### src/rtl/imem_loader.sv
// Instruction-memory loader: header byte N, then N little-endian words written to words 0..N-1; the core is held in reset until the load finishes.
// Latency: one write cycle after each 4th data byte, so at least 5 cycles per word. in_ready is low in WRITE, DONE and ERROR, and the source holds its byte.
// Optional IMEM_LOADER_CHECKSUM_EN: a trailing byte must equal the XOR of the header and data bytes.
module imem_loader #(
    parameter int ADDR_W = 6
) (
    input  logic              clk,
    input  logic              rst_n,
    input  logic              in_valid,
    input  logic [7:0]        in_data,
    output logic              in_ready,
    output logic              wr_en,
    output logic [ADDR_W-1:0] wr_addr,
    output logic [31:0]       wr_data,
    output logic              busy,
    output logic              done,
    output logic              error,
    output logic              core_rst_n,
    input  logic              restart
);
    localparam int DEPTH = 2**ADDR_W;

`ifdef IMEM_LOADER_CHECKSUM_EN
    typedef enum logic [2:0] {S_HDR, S_DATA, S_WRITE, S_CSUM, S_DONE, S_ERROR} state_t;
`else
    typedef enum logic [2:0] {S_HDR, S_DATA, S_WRITE, S_DONE, S_ERROR} state_t;
`endif

    state_t              state_q, state_d;
    logic [ADDR_W-1:0]   last_q, last_d;
    logic [ADDR_W-1:0]   idx_q, idx_d;
    logic [1:0]          bcnt_q, bcnt_d;
    logic [31:0]         shift_q, shift_d;
    logic                wr_en_q, wr_en_d;
    logic [ADDR_W-1:0]   wr_addr_q, wr_addr_d;
    logic [31:0]         wr_data_q, wr_data_d;
    logic                accept;
`ifdef IMEM_LOADER_CHECKSUM_EN
    logic [7:0]          csum_q, csum_d;
`endif

`ifdef IMEM_LOADER_CHECKSUM_EN
    assign in_ready   = rst_n && (state_q == S_HDR || state_q == S_DATA || state_q == S_CSUM);
    assign busy       = (state_q == S_DATA || state_q == S_WRITE || state_q == S_CSUM);
`else
    assign in_ready   = rst_n && (state_q == S_HDR || state_q == S_DATA);
    assign busy       = (state_q == S_DATA || state_q == S_WRITE);
`endif
    assign accept     = in_valid && in_ready;
    assign done       = (state_q == S_DONE);
    assign error      = (state_q == S_ERROR);
    assign core_rst_n = (state_q == S_DONE);
    assign wr_en      = wr_en_q;
    assign wr_addr    = wr_addr_q;
    assign wr_data    = wr_data_q;

    always_comb begin
        state_d   = state_q;
        last_d    = last_q;
        idx_d     = idx_q;
        bcnt_d    = bcnt_q;
        shift_d   = shift_q;
        wr_en_d   = 1'b0;
        wr_addr_d = wr_addr_q;
        wr_data_d = wr_data_q;
`ifdef IMEM_LOADER_CHECKSUM_EN
        csum_d    = csum_q;
`endif
        case (state_q)
            S_HDR: begin
                if (accept) begin
                    if ({24'd0, in_data} > 32'(DEPTH)) begin
                        state_d = S_ERROR;
                    end else begin
                        // N=0 wraps to DEPTH-1 in the truncation, which is exactly a full load
                        last_d  = ADDR_W'(in_data - 8'd1);
                        idx_d   = '0;
                        bcnt_d  = '0;
                        state_d = S_DATA;
                    end
`ifdef IMEM_LOADER_CHECKSUM_EN
                    csum_d = in_data;
`endif
                end
            end
            S_DATA: begin
                if (accept) begin
                    shift_d = {in_data, shift_q[31:8]};
                    bcnt_d  = bcnt_q + 2'd1;
`ifdef IMEM_LOADER_CHECKSUM_EN
                    csum_d  = csum_q ^ in_data;
`endif
                    if (bcnt_q == 2'd3) begin
                        wr_en_d   = 1'b1;
                        wr_addr_d = idx_q;
                        wr_data_d = {in_data, shift_q[31:8]};
                        state_d   = S_WRITE;
                    end
                end
            end
            S_WRITE: begin
                if (idx_q == last_q) begin
`ifdef IMEM_LOADER_CHECKSUM_EN
                    state_d = S_CSUM;
`else
                    state_d = S_DONE;
`endif
                end else begin
                    idx_d   = idx_q + 1'b1;
                    state_d = S_DATA;
                end
            end
`ifdef IMEM_LOADER_CHECKSUM_EN
            S_CSUM: begin
                if (accept) begin
                    state_d = (in_data == csum_q) ? S_DONE : S_ERROR;
                end
            end
`endif
            S_DONE, S_ERROR: begin
                if (restart) begin
                    state_d = S_HDR;
                end
            end
            default: state_d = S_HDR;
        endcase
    end

    always_ff @(posedge clk or negedge rst_n) begin
        if (!rst_n) begin
            state_q   <= S_HDR;
            last_q    <= '0;
            idx_q     <= '0;
            bcnt_q    <= '0;
            shift_q   <= '0;
            wr_en_q   <= 1'b0;
            wr_addr_q <= '0;
            wr_data_q <= '0;
`ifdef IMEM_LOADER_CHECKSUM_EN
            csum_q    <= '0;
`endif
        end else begin
            state_q   <= state_d;
            last_q    <= last_d;
            idx_q     <= idx_d;
            bcnt_q    <= bcnt_d;
            shift_q   <= shift_d;
            wr_en_q   <= wr_en_d;
            wr_addr_q <= wr_addr_d;
            wr_data_q <= wr_data_d;
`ifdef IMEM_LOADER_CHECKSUM_EN
            csum_q    <= csum_d;
`endif
        end
    end
endmodule

### config.mk
export PLATFORM = sky130hd
export DESIGN_NAME = imem_loader
export DESIGN_NICKNAME = d
export VERILOG_FILES = /design/src/rtl/imem_loader.sv
export SDC_FILE = /design/constraint.sdc
export NUM_CORES = 1
export LEC_CHECK = 0
export CORE_MARGIN = 2
export CORE_UTILIZATION = 45
export CTS_BUF_LIST = sky130_fd_sc_hd__clkbuf_4
export CTS_CLUSTER_DIAMETER = 30
export DETAILED_ROUTE_END_ITERATION = 10
export PLACE_DENSITY = 0.78
export REMOVE_ABC_BUFFERS = 1
export SLEW_MARGIN = 30
export SYNTH_ARGS = -nofsm -noshare
export SYNTH_HDL_FRONTEND = slang
export SYNTH_SLANG_ARGS = --single-unit
export TNS_END_PERCENT = 20
### constraint.sdc
create_clock -name clk -period 2 [get_ports clk]
set_clock_uncertainty 0.2 [all_clocks]
set_input_delay 0.2 -clock clk [delete_from_list [all_inputs] [get_ports clk]]
set_output_delay 0.2 -clock clk [all_outputs]
set_load 0.01 [all_outputs]
==> impl_metrics.env <==
export IMPL_critPathRequiredTime_ns=2.13
export IMPL_synth_xor_xnor_area_share=0.02769
export IMPL_synth_top_area_frac=0.5753
export IMPL_synth_top_area_cell="dfrtp_1"
export IMPL_maxCapViolCount=0
export IMPL_firstDrtPassIters=4
export IMPL_synth_cell_type_count=42
export IMPL_root_buffer="clkbuf_4"
export IMPL_die_width_microns=91.94
export IMPL_crit_path_end_kind="register"
export IMPL_path_clk_slew_ns=0.12
export IMPL_synth_top_family_by_area="simple AND/OR/NAND/NOR gates"
export IMPL_clkSinkCount=80
export IMPL_path_max_fanout=6
export IMPL_clock_latency_ns=0.43
export IMPL_rows=32
export IMPL_route_detailed_wl_per_inst_microns=14.70
export IMPL_rsz0062_at_grt="yes"
export IMPL_synth_seq_cells=80
export IMPL_power_leakage_nw=2.211
export IMPL_port_buffer_count=55
export IMPL_drive_gt1_frac=0.1930
export IMPL_cp_arrival_ns=2.12
export IMPL_mostFrequentLayoutCells="dfrtp_1 (80), nand2_1 (75), clkdlybuf4s50_1 (49), buf_4 (27), mux2_1 (25)"
export IMPL_diodes=0
export IMPL_vdd_ir_drop_worst_mv=0.7178
export IMPL_die_height_microns=91.94
export IMPL_synth_ff_type="dfrtp_1"
export IMPL_cts_inserted_buffers=9
export IMPL_grt_ovfl_total=0
export IMPL_cp_start_kind="register"
export IMPL_area_delta_synth_final_pct=31.03
export IMPL_first_global_vias=2682
export IMPL_initial_core_util=0.4574
export IMPL_dr_first_iter_drc_count=74
export IMPL_muxShareOfSynthArea=0.1474
export IMPL_max_freq_mhz=501.4
export IMPL_synth_compound_area_frac=0.04962
export IMPL_async_flop_share=1.000
export IMPL_yosysWarnings=0
export IMPL_synth_cells=308
export IMPL_vias=2572
export IMPL_p_per_area_nw_per_um2=1386
export IMPL_final_nets=410
export IMPL_die_area_sq_um=8452
export IMPL_power_mw=6.321
export IMPL_synth_fa_ha_area_frac=0.01438
export IMPL_final_setup_viol_count=0
export IMPL_syn_area_per_cell_sq_um=11.30
export IMPL_finalCritPeriodShare=0.9972
export IMPL_clock_path_buffers=2
export IMPL_synth_edff_count=0
export IMPL_slew_limit_headroom=0.5372
export IMPL_via_per_inst=5.134
export IMPL_synth_area_leaders="dfrtp_1 (58%), nand2_1 (8.2%), mux2_1 (8.1%), mux2_2 (4.2%), xnor2_1 (2.3%)"
export IMPL_seq_area_frac_synth=0.5753
export IMPL_gpl_final_weighted_congestion=0.8339
export IMPL_fin_area_sq_um=4559
export IMPL_drtAntennaViolNets=0
export IMPL_grt_pass1_wl_mm=12.88
export IMPL_r2r_setup_slack_ns=0.006
export IMPL_grt_max_degree=80
export IMPL_stdcell_count=501
export IMPL_worstMarginPinSlew_ns=0.6942
export IMPL_period_needed_ns=1.994
export IMPL_min_path_type="input port to register"
export IMPL_antenna_found_initial=0
export IMPL_ioPinCount=56
export IMPL_route_detailed_drc=0
export IMPL_final_common_cell="dfrtp_1"
export IMPL_status="finished, final reports clean"
export IMPL_syn_cell_area_sq_um=3480
export IMPL_gr_usage_all_layers=0.1927
export IMPL_cts_tree="built"
export IMPL_dp_cells=482
export IMPL_dp_hpwl_mm=5.033
export IMPL_h_tree_depth=3
export IMPL_crit_type="register to register"
export IMPL_yosys_area_share_simple=0.1517
export IMPL_core_area_sq_um=7607
export IMPL_postPlaceCellArea_sq_um=4343
export IMPL_maxSlewViolCount=0
export IMPL_routed_wl_mm=7.366
export IMPL_hold_violations=0
## repair_timing
action                                  CTS  global route
endpoints found under the setup margin   13            46
gates resized for setup                   9            12
pin swaps                                 2             3
setup buffers                             1             0
hold buffers                              2             1
hold endpoints to repair                  3            79
## flip-flops by register name (all words and copies together) (netlist names)
register / flops
bcnt_q: 2
idx_q: 6
wr_data: 32
state_q: 3
shift_q: 24
wr_addr: 6
last_q: 6
wr_en: 1
## worst max-delay path, stage by stage (launching register included)
cell and delay [ns]:
dfrtp_1 0.41, or3_4 0.39, or4_4 0.56, mux2_4 0.32
## synthesized netlist by cell type, drive strengths merged, types with 2 or more instances
master,number
or3,6
a21boi,2
mux2,43
nor3,3
nand2b,3
nor3b,3
xnor2,9
nand3,8
a21oi,3
o22ai,3
buf,7
nand2,77
a31oi,2
ha,4
nor2,10
o221ai,4
clkbuf,7
o21ai,5
dfrtp,80
xor2,2
inv,12
or4,2
## per-layer routing
| metal | track usage | vias to the layer above | share of wire |
|---|---|---|---|
| met1 | 0.2594 | 1288 | 0.44 |
| met5 | 0 | - | 0 |
| li1 | - | 1212 | - |
| met3 | 0.03369 | 12 | 0.038 |
| met2 | 0.3143 | 60 | 0.51 |
| met4 | 0.07214 | 0 | 0.018 |
## logic make-up after synthesis
| kind of cell | count (synthesis) |
|---|---|
| simple gates | 118 |
| flops | 80 |
| mux | 44 |
| buf+inv | 26 |
| compound gates | 25 |
| xor+xnor | 11 |
| fa+ha+maj | 4 |
## final timing paths
path,end,cells after the start,startpoint
setup / recovery,last_q[4]$_DFFE_PN0P_,3,state_q[1]$_DFFE_PN0P_
max in group asynchronous,last_q[3]$_DFFE_PN0P_,4,rst_n
hold / removal,bcnt_q[1]$_DFFE_PN0P_,5,rst_n
setup reg to reg,last_q[4]$_DFFE_PN0P_,3,state_q[1]$_DFFE_PN0P_
min in group asynchronous,wr_addr[3]$_DFFE_PN0P_,4,rst_n
hold reg to reg,shift_q[13]$_DFFE_PN0P_,2,shift_q[13]$_DFFE_PN0P_
## stage by stage
stage | utilization | hold WS [ns] | worst slack [ns] | TNS [ns]
finish | 0.5993 | 0.09119 | 0.005542 | 0
global route | 0.5993 | 0.1281 | -0.03778 | -0.2003
CTS | 0.5949 | 0.01094 | -0.03264 | -0.1235
detailed placement | 0.5709 | -0.06301 | -0.5404 | -12.18
global placement | 0.5709 | -0.05246 | -0.4324 | -9.224
floorplan | - | -0.2956 | -1.040 | -40.52
## cell type report
| type | instances | area [sq um] |
|---|---|---|
| Sequential cell | 80 | 2002 |
| Tap cell | 102 | 127.6 |
| Timing Repair Buffer | 89 | 838.3 |
| Fill cell | 637 | 3048 |
| Clock buffer | 9 | 67.56 |
| Clock inverter | 7 | 78.83 |
| Multi-Input combinational cell | 202 | 1400 |
| Inverter | 12 | 45.04 |
## where the power goes
part	total, mW	internal [mW]	leakage [nW]	switching [mW]
logic	2.53	1.43	1.12	1.10
clock network	0.993	0.396	0.0765	0.597
registers	2.79	2.32	1.01	0.479
total	6.32	4.14	2.21	2.18
No activity file was read; power rests on OpenSTA's default activity.
==> variant 1, RTL diff (config.mk and constraints unchanged) <==
Change the parameter `ADDR_W` from 6 to 4.
--- a/src/rtl/imem_loader.sv
+++ b/src/rtl/imem_loader.sv
@@ -2,7 +2,7 @@
 // Latency: one write cycle after each 4th data byte, so at least 5 cycles per word. in_ready is low in WRITE, DONE and ERROR, and the source holds its byte.
 // Optional IMEM_LOADER_CHECKSUM_EN: a trailing byte must equal the XOR of the header and data bytes.
 module imem_loader #(
-    parameter int ADDR_W = 6
+    parameter int ADDR_W = 4
 ) (
     input  logic              clk,
     input  logic              rst_n,
Interface: changed (resized wr_addr); port bits go from 56 to 54. The function was not compared with the original's and may differ.
==> variant 1 against the unedited design <==
The flow now finishes with violations (setup timing). Global-route usage down 2.3 points. Maximum frequency down 1.0%. Sequential cell count down 6. Worst setup slack worse by 21 ps. Die area down 11%. Cell area down 9.2%. Synthesized cell count down 30%. Area after synthesis down 12%. Routed wire length down 21%.
Power is not compared: it rests on default switching activity, and its combinational part moved more than twofold at a synthesized area within 25%.
==> variant 1: results (changes against the unedited design) <==
\begin{tabular}{lr}
\hline
Metric & Value \\
\hline
\multicolumn{2}{l}{\textbf{Placement}} \\
\quad Instance count after placement with tap cells included & 364 (was 482) \\
\quad Number of buffers inserted by port buffering & 53 (was 55) \\
\quad Estimated wirelength of the detail-placed design & 3876 um (was 5033 um) \\
\quad Placer congestion estimate & 0.7876 (was 0.8339) \\
\multicolumn{2}{l}{\textbf{Synthesis}} \\
\quad Top cell type's share of synthesized area & 60.43\% (was 57.53\%) \\
\quad Number of different library cells in the post-synthesis netlist & 32 (was 42) \\
\quad Share of the yosys chip area belonging to registers & 60.43\% (was 57.53\%) \\
\quad Average instance area after synthesis & 14.25 um2 (was 11.30 um2) \\
\quad Most numerous cell types in the synthesized netlist & dfrtp\_1, mux2\_2, nor2\_1 (was dfrtp\_1, nand2\_1, mux2\_1) \\
\multicolumn{2}{l}{\textbf{Timing}} \\
\quad Number of endpoints failing setup at the final stage & 1 (was 0) \\
\quad Sum of negative setup slack & -15.26 ps (was 0 ps) \\
\quad Tightest Pin Transition & 627.6 ps (was 694.2 ps) \\
\quad Setup WS post-layout & -15.26 ps (was 5.542 ps) \\
\multicolumn{2}{l}{\textbf{Setup path}} \\
\quad R2r endpoint & idx\_q[2]\$\_DFFE\_PN0P\_ (was last\_q[4]\$\_DFFE\_PN0P\_) \\
\quad Logic depth of the worst register-to-register path & 6 (was 3) \\
\multicolumn{2}{l}{\textbf{Cells and area}} \\
\quad Cell Count, Final, Fillers Out & 390 (was 501) \\
\quad Layout cells sized above 1 & 38.06\% (was 19.30\%) \\
\multicolumn{2}{l}{\textbf{Worst hold path}} \\
\quad Hold wc startpoint & in\_data[1] (was rst\_n) \\
\quad Hold Path End & last\_q[3]\$\_DFFE\_PN0P\_ (was bcnt\_q[1]\$\_DFFE\_PN0P\_) \\
\multicolumn{2}{l}{\textbf{Global route}} \\
\quad Met2 global-route usage & 27.97\% (was 31.43\%) \\
\quad Wire length of the first global-routing pass & 9825 um (was 12880 um) \\
\quad Vias in the first global route & 2069 (was 2682) \\
\quad Overall Global Routing Usage & 16.97\% (was 19.27\%) \\
\quad Maximum number of pins on one net before global-route repair & 73 (was 80) \\
\multicolumn{2}{l}{\textbf{Status}} \\
\quad Status & finished with violations (was finished, final reports clean) \\
\quad Failing checks & setup timing \\
\multicolumn{2}{l}{\textbf{Routing}} \\
\quad Detailed Route Iter0 Violations & 77 (was 74) \\
\quad Total length of routed wires & 5831 um (was 7366 um) \\
\multicolumn{2}{l}{\textbf{Clock tree}} \\
\quad Clock latency on the worst-skew pair & 410 ps (was 430 ps) \\
\hline
\end{tabular}
-- variant 1: cell types whose count changed in the layout (fill, tap and decap cells not counted), moves of 4 or more --
| cell | delta |
|---|---|
| a21oi_1 | +5 |
| a221o_1 | +4 |
| clkdlybuf4s50_1 | -5 |
| dfrtp_1 | -8 |
| dlygate4sd3_1 | +5 |
| dlymetal6s2s_1 | +4 |
| inv_1 | -8 |
| mux2_1 | -25 |
| mux2_2 | +49 |
| mux2_4 | -5 |
| nand2_1 | -71 |
| nand3_1 | -6 |
| o221ai_1 | -4 |
| xnor2_1 | -5 |
-- variant 1: stage by stage --
step | worst slack [ps] | power [W] | hold WS (ps)
floorplan | -1199 | 0.002477 | -295.6
global placement | -560.9 | 0.002859 | -179.7
detailed placement | -588.0 | 0.002906 | -178.4
CTS | -202.5 | 0.003915 | 261.2
global route | -72.42 | 0.004130 | 123.8
finish | -15.26 | 0.003902 | 121.3
-- variant 1: critical path: stages (launching register included) --
cell	delay (ps)
dfrtp_1	390
buf_4	150
or3b_2	230
nor4_4	40
buf_4	150
a221o_1	390
a221o_1	350
-- variant 1: area by class of cell --
class | count | area [um2]
timing repair buffer | 89 | 840.8
clock inverter | 7 | 92.59
multi-input combinational | 127 | 1169
fill | 528 | 2542
sequential | 74 | 1854
clock buffer | 9 | 67.56
tap | 80 | 100.1
inverter | 4 | 15.01
-- variant 1: cells by family after synthesis --
family,Yosys count,synth area share (%)
XOR/XNOR,7,2.001
AND/OR/NAND/NOR,34,5.921
AO/OA/AOI/OAI,21,5.595
multiplexers,62,22.78
flip-flops,74,60.43
adder cells (fa/ha/maj),3,1.225
buffers and inverters,14,2.041
-- variant 1: metal layers --
layer | up-vias | share of wire (%)
met5 | - | 0
met3 | 9 | 6.2
met4 | 0 | 1.0
met1 | 1020 | 42
li1 | 949 | -
met2 | 55 | 50
==> variant 2, RTL diff (same settings) <==
Made on the original files. Re-encode `state_t` (5 states) as one-hot, 5 bits wide.
--- a/src/rtl/imem_loader.sv
+++ b/src/rtl/imem_loader.sv
@@ -23,7 +23,7 @@
 `ifdef IMEM_LOADER_CHECKSUM_EN
     typedef enum logic [2:0] {S_HDR, S_DATA, S_WRITE, S_CSUM, S_DONE, S_ERROR} state_t;
 `else
-    typedef enum logic [2:0] {S_HDR, S_DATA, S_WRITE, S_DONE, S_ERROR} state_t;
+    typedef enum logic [4:0] {S_HDR = 5'b00001, S_DATA = 5'b00010, S_WRITE = 5'b00100, S_DONE = 5'b01000, S_ERROR = 5'b10000} state_t;
 `endif
 
     state_t              state_q, state_d;
Formal check against the unedited RTL: same outputs for any inputs over 10 cycles, from zero or initial values and one cycle with rst_n low; not proved beyond that.
==> variant 2 against the unedited design <==
The flow now finishes with violations (setup timing). Cell area grew 8.9%. Highest routed layer unchanged. Sequential cell count rose by 2. Area after synthesis grew 3.6%. Maximum frequency is 5.0% lower. Routed wire length increased by 13%. Worst setup slack got worse by 100 ps.
Power is not compared: it rests on default switching activity, and its combinational part moved more than twofold at a synthesized area within 25%.
==> variant 2: results (changes against the unedited design) <==
\begin{tabular}{lr}
\hline
Metric & Value \\
\hline
\multicolumn{2}{l}{\textbf{Setup path}} \\
\quad Worst Setup EP & last\_q[2]\$\_DFFE\_PN0P\_ (was last\_q[4]\$\_DFFE\_PN0P\_) \\
\quad Logic depth of the worst register-to-register path & 4 (was 3) \\
\quad Cell with the biggest individual delay on the critical path & or3\_1 (was or4\_4) \\
\multicolumn{2}{l}{\textbf{Status}} \\
\quad Failing checks & setup timing \\
\quad Status & finished with violations (was finished, final reports clean) \\
\multicolumn{2}{l}{\textbf{Placement}} \\
\quad Placement-stage worst setup slack & -276.5 ps (was -540.4 ps) \\
\quad Placer congestion estimate & 0.8530 (was 0.8339) \\
\quad Instance count after placement with tap cells included & 444 (was 482) \\
\multicolumn{2}{l}{\textbf{Die}} \\
\quad Die X & 93.50 um (was 91.94 um) \\
\multicolumn{2}{l}{\textbf{Global route}} \\
\quad Vias in the first global route & 2679 (was 2682) \\
\quad Wire length of the first global-routing pass & 12940 um (was 12880 um) \\
\quad Overall Global Routing Usage & 18.99\% (was 19.27\%) \\
\multicolumn{2}{l}{\textbf{Synthesis}} \\
\quad Fraction of the mapped netlist area in compound gates & 5.415\% (was 4.962\%) \\
\quad Share of synthesized area spent on multiplexers & 21.21\% (was 14.74\%) \\
\quad Average instance area after synthesis & 13.20 um2 (was 11.30 um2) \\
\quad Most numerous cell types in the synthesized netlist & dfrtp\_1, mux2\_2, nor2\_1 (was dfrtp\_1, nand2\_1, mux2\_1) \\
\quad Share of the yosys chip area belonging to registers & 56.96\% (was 57.53\%) \\
\quad Number of different library cells in the post-synthesis netlist & 39 (was 42) \\
\quad Synthesized-area fraction occupied by adder cells & 1.041\% (was 1.438\%) \\
\multicolumn{2}{l}{\textbf{Cells and area}} \\
\quad Number of clock buffers in the layout & 11 (was 9) \\
\quad Combined area of the multi-input logic cells & 1604 um2 (was 1400 um2) \\
\quad Repair and plain buffers & 98 (was 89) \\
\quad Area occupied by registers & 2053 um2 (was 2002 um2) \\
\quad \# nets final & 381 (was 410) \\
\quad Non-clock inverter count in the final layout & 7 (was 12) \\
\multicolumn{2}{l}{\textbf{Routing}} \\
\quad Vias per inst & 5.385 (was 5.134) \\
\multicolumn{2}{l}{\textbf{Timing}} \\
\quad Setup WS post-layout & -99.02 ps (was 5.542 ps) \\
\quad Number of endpoints failing setup at the final stage & 76 (was 0) \\
\quad Worst Hold Margin & 155.9 ps (was 91.19 ps) \\
\hline
\end{tabular}
==> variant 2: changes by cell type after synthesis, sizes merged, moves of 4 or more <==
cell	delta
o211ai	+8
o221ai	-4
nand4	+5
inv	-5
mux2	+24
nor2	+4
nand3	+4
nand2	-69
==> variant 2: timing repair <==
| item | 4_1_cts | 5_1_grt |
|---|---|---|
| hold buffers | 2 | 0 |
| cloned | 2 | 1 |
| gates resized for setup | 36 | 37 |
| buffers inserted | 6 | 3 |
| pin swaps | 8 | 7 |
| setup endpoints to repair | 81 | 82 |
| hold endpoints to repair | 81 | 0 |
==> variant 2: layer usage <==
metal	GRT usage, %	vias up	part of all wire [%]
met5	0	-	0
met3	5.077	12	4.1
met1	23.34	1309	43
li1	-	1170	-
met2	33.15	56	51
met4	4.902	0	1.2
